## src/rtl/piso_serializer.sv

```systemverilog
// LSB-first parallel-in/serial-out serializer with a valid/ready load handshake.
// Define PISO_PARITY_EN to append an even-parity bit to every frame.
module piso_serializer #(
  parameter int WIDTH = 8
) (
  input  logic             clk,
  input  logic             reset,
  input  logic             load_valid,
  input  logic [WIDTH-1:0] load_data,
  output logic             load_ready,
  output logic             serial_out,
  output logic             serial_valid,
  output logic             done
);

  localparam int CW = $clog2(WIDTH + 1);
  localparam logic [CW-1:0] LAST = CW'(WIDTH - 1);

`ifdef PISO_PARITY_EN
  typedef enum logic [1:0] {IDLE, SHIFT, PARITY} state_t;
`else
  typedef enum logic [1:0] {IDLE, SHIFT} state_t;
`endif

  state_t           state_q;
  logic [WIDTH-1:0] shift_q;
  logic [WIDTH-1:0] shift_d;
  logic [CW-1:0]    cnt_q;
  logic [CW-1:0]    cnt_d;
  logic             serial_valid_q;
  logic             done_q;
  logic             load_ready_q;
`ifdef PISO_PARITY_EN
  logic             parity_q;
`endif

  // Zero-filled shifting leaves the register empty once a frame has fully drained.
  assign shift_d = {1'b0, shift_q[WIDTH-1:1]};
  assign cnt_d   = cnt_q + CW'(1);

  always_ff @(posedge clk) begin
    if (!reset) begin
      state_q        <= IDLE;
      shift_q        <= '0;
      cnt_q          <= '0;
      serial_valid_q <= 1'b0;
      done_q         <= 1'b0;
      load_ready_q   <= 1'b1;
`ifdef PISO_PARITY_EN
      parity_q       <= 1'b0;
`endif
    end else begin
      case (state_q)
        IDLE: begin
          if (load_valid && load_ready_q) begin
            state_q        <= SHIFT;
            shift_q        <= load_data;
            cnt_q          <= '0;
            serial_valid_q <= 1'b1;
            done_q         <= 1'b0;
            load_ready_q   <= 1'b0;
`ifdef PISO_PARITY_EN
            parity_q       <= ^load_data;
`endif
          end
        end
        SHIFT: begin
          shift_q <= shift_d;
          if (cnt_q == LAST) begin
`ifdef PISO_PARITY_EN
            state_q        <= PARITY;
            serial_valid_q <= 1'b1;
            done_q         <= 1'b1;
            load_ready_q   <= 1'b0;
`else
            state_q        <= IDLE;
            serial_valid_q <= 1'b0;
            done_q         <= 1'b0;
            load_ready_q   <= 1'b1;
`endif
          end else begin
            cnt_q          <= cnt_d;
            serial_valid_q <= 1'b1;
            load_ready_q   <= 1'b0;
`ifdef PISO_PARITY_EN
            done_q         <= 1'b0;
`else
            done_q         <= (cnt_d == LAST);
`endif
          end
        end
`ifdef PISO_PARITY_EN
        PARITY: begin
          state_q        <= IDLE;
          serial_valid_q <= 1'b0;
          done_q         <= 1'b0;
          load_ready_q   <= 1'b1;
        end
`endif
        default: begin
          state_q        <= IDLE;
          serial_valid_q <= 1'b0;
          done_q         <= 1'b0;
          load_ready_q   <= 1'b1;
        end
      endcase
    end
  end

`ifdef PISO_PARITY_EN
  assign serial_out = (state_q == PARITY) ? parity_q : shift_q[0];
`else
  assign serial_out = shift_q[0];
`endif
  assign serial_valid = serial_valid_q;
  assign done         = done_q;
  assign load_ready   = load_ready_q;

endmodule

```

## config.mk

```make
export PLATFORM = sky130hd
export DESIGN_NAME = piso_serializer
export DESIGN_NICKNAME = d
export VERILOG_FILES = /design/src/rtl/piso_serializer.sv
export SDC_FILE = /design/constraint.sdc
export NUM_CORES = 1
export LEC_CHECK = 0
export CAP_MARGIN = 0
export CORE_MARGIN = 2
export CORE_UTILIZATION = 49
export DETAILED_ROUTE_END_ITERATION = 12
export PLACE_DENSITY = 0.76
export SYNTH_ARGS = -nofsm -noshare
export SYNTH_HDL_FRONTEND = slang
export SYNTH_SLANG_ARGS = --single-unit
```

## constraint.sdc

```tcl
create_clock -name clk -period 1.4 [get_ports clk]
set_input_delay 0.35 -clock clk [delete_from_list [all_inputs] [get_ports clk]]
set_output_delay 0.35 -clock clk [all_outputs]
set_load 0.05 [all_outputs]
```

==> flow_metrics.tcl, run 1 <==
set metrics [dict create \
    n_antenna_cell 0 \
    setup_tns_ns 0 \
    via_count 620 \
    yosysWarnings 0 \
    drt_iter0_markers 6 \
    final_cell_mix "15 x dfxtp_1, 10 x clkdlybuf4s50_1, 8 x buf_4" \
    die_x_um 44.3 \
    grt_pass1_vias 590 \
    status "complete, no violations" \
    cts_buffers 3 \
    hold_ws_ns 0.491 \
    required_ns 1.58 \
    synth_top_family_by_area "simple AND/OR/NAND/NOR gates" \
    core_area_um2 1520 \
    irDropWorstVdd_mv 0.481 \
    post-route-period-util_pct 97.5 \
    hold_violations 0 \
    synth.distinct_cells 29 \
    root_buffer "clkbuf_4" \
    min_period_ns 1.37 \
    via_per_inst 5.49 \
    rsz0062_at_grt "false" \
    synth_top_area_share_pct 40.2 \
    synth_xor_area_share_pct 3.30 \
    synth_area_leaders "dfxtp_1 40%, mux2_4 9.4%, o211a_1 8.8%, nand2b_1 5.5%, ha_1 3.1%" \
    muxShareOfSynthArea_pct 13.5 \
    cts_max_level 1 \
    path_delay_family "buffers and inverters" \
    firstDrtPassIters 4 \
    multi_input_area_um2 440 \
    tritoncts "done" \
    fill_cells 119 \
    end_kind "flop" \
    syn_avg_cell_area_um2 10.4 \
    setup_viol 0 \
    crit_fanout 9 \
    pre_cts_ws_ns -0.315 \
    ys_seq_elements 16 \
    hp-class "flop to flop" \
    max_freq_ghz 0.732 \
    arrival_ns 1.54 \
    portBuffers 14 \
    drv_cap 0 \
    mappedNetlistArea_um2 797 \
    drcViolationCount 0 \
    grt_max_degree 18 \
    gr-total-overflow 0 \
    path_class "input pin to flop" \
    final.setup_skew_ns 0.00941 \
    die_area_um2 1970 \
    ys_seq_area_share_pct 40.2 \
    drv_slew 0 \
    worst_slack_ns 0.0345 \
    drive_above_1_share_pct 26.8 \
    cp-start-kind "input pin" \
    grt_pass1_wl_um 2500 \
    cts.path.max_buffers 2 \
    syn_nets 90 \
    clkLatencyLatePin_ns 0.29 \
    drtAntennaViolNets 0 \
    syn_inst 77 \
    fp.dieH_um 44.3 \
    postCtsSetupBuffers 0 \
    area_growth_pct 32.5 \
    routed_wl_um 1440 \
    path_buf_inv 1 \
    wl_per_cell_um 12.7 \
    max_slew_margin_pct 83.6 \
    synth_largest_area_cell "dfxtp_1" \
    synth-simple-area-share_pct 18.8 \
    finalPower_w 0.000994 \
    slowest_delay_ns 0.53 \
    fin_nets 112 \
    regArea_um2 322 \
    dp_hpwl_um 1080 \
    rows 14 \
    p_per_area_nw_per_um2 941 \
    antenna_found_initial 0 \
    clock_sinks 16 \
    final_common_cell "dfxtp_1" \
    start_util_pct 52.3 \
    grt_usage_pct 18.2 \
    synthAdderAreaFrac_pct 3.14 \
    power_leakage_nw 0.511 \
    synth_compound_area_share_pct 15.9 \
    clk_pin_slew_ns 0.09 \
    cpMaxStageDelayCell "clkdlybuf4s50_1" \
    gp_congestion 0.733 \
    worstMarginPinSlew_ns 0.246 \
    path_cells "clkdlybuf4s50_1 -> nand2_4 -> mux2_4 -> o211a_1" \
    pin_count 15 \
]
==> cell type report <==
cell class / instances / share of cell area [%]
clock buffers: 3 / 2.13
inverters: 3 / 1.07
multi-input cells: 53 / 41.7
flip-flops and latches: 16 / 30.5
well taps: 16 / 1.90
repair buffers: 22 / 22.7
==> power breakdown <==
group	internal, W	switching (W)
clock network	0.000100	0.000144
registers	0.000488	0.0000213
logic	0.000141	0.0000991
==> synthesized netlist by cell type <==
cell type / n
o31ai_1: 1
xor2_1: 1
xnor2_1: 2
nand2b_1: 7
inv_1: 3
mux2_2: 2
ha_1: 2
nand2_2: 1
nand4b_1: 2
dfxtp_1: 16
mux2_4: 5
o221ai_1: 1
nand3_1: 3
and4b_2: 1
a21oi_1: 3
buf_2: 3
o21ai_0: 3
clkbuf_1: 1
nor2_1: 3
nor3b_1: 2
or2_2: 1
nand4_1: 1
and2_1: 1
nand2_1: 1
mux2i_1: 1
a41o_1: 1
buf_6: 1
nand3b_1: 1
o211a_1: 7
==> path summary, 6_finish.rpt <==
check / slack, ns / from / depth (start not counted) / endpoint
max reg2reg: 0.10 / cnt_q[1]$_SDFFE_PN0P_ / 4 / cnt_q[1]$_SDFFE_PN0P_
min: 0.49 / serial_valid$_SDFFE_PN0P_ / 2 / serial_valid$_SDFFE_PN0P_
min reg2reg: 0.49 / serial_valid$_SDFFE_PN0P_ / 2 / serial_valid$_SDFFE_PN0P_
max: 0.03 / load_valid / 4 / shift_q[2]$_SDFFE_PN0P_
==> tightest hold or removal path: cells and delay by family (launching register included) <==
kind | cells | cell delay [ns]
flops | 1 | 0.35
buf+inv | 1 | 0.06
compound gates | 1 | 0.05
==> state kept, by name (all words and copies together), names as in the netlist <==
signal,count
cnt_q,4
done,1
load_ready,1
serial_valid,1
shift_q,8
state_q,1
==> kinds of logic (layout without fill, tap and decap cells) <==
group                    count (synthesis)  after routing
AND/OR/NAND/NOR                         24             24
AO/OA/AOI/OAI                           16             16
flip-flops                              16             16
multiplexers                             8              8
buffers and inverters                    8             28
XOR/XNOR                                 3              3
adder cells (fa/ha/maj)                  2              2
==> through the flow <==
stage                     area (um^2)  util (%)  cells
final                            1060      69.3    113
after global routing             1060      69.3    113
after CTS                        1060      69.3    113
after detailed placement         1030      67.5    110
after global placement           1030      67.5    110
after floorplan                   798         -     77
==> repair_timing <==
action / 4_1_cts / 5_1_grt
gates resized for setup: 1 / 0
setup endpoints to repair: 1 / 0
hold buffers: 0 / 0
==> metal layers <==
metal | vias up | routed length, um | GRT usage (%)
met3 | 4 | 60 | 3.67
met2 | 20 | 719 | 31.2
met1 | 281 | 612 | 19.0
met5 | - | 0 | 0
met4 | 0 | 46 | 14.5
li1 | 315 | - | -
Note: power is estimated with default switching activity, not from simulation.
==> inputs of run 2 (changes only) <==
--- a/config.mk
+++ b/config.mk
@@ -5,7 +5,7 @@
 export SDC_FILE = /design/constraint.sdc
 export NUM_CORES = 1
 export LEC_CHECK = 0
-export CAP_MARGIN = 0
+export CAP_MARGIN = 15
 export CORE_MARGIN = 2
 export CORE_UTILIZATION = 49
 export DETAILED_ROUTE_END_ITERATION = 12
==> results of run 2 <==
Same layout as run 1: the final DEF is identical, and so are final timing and power.
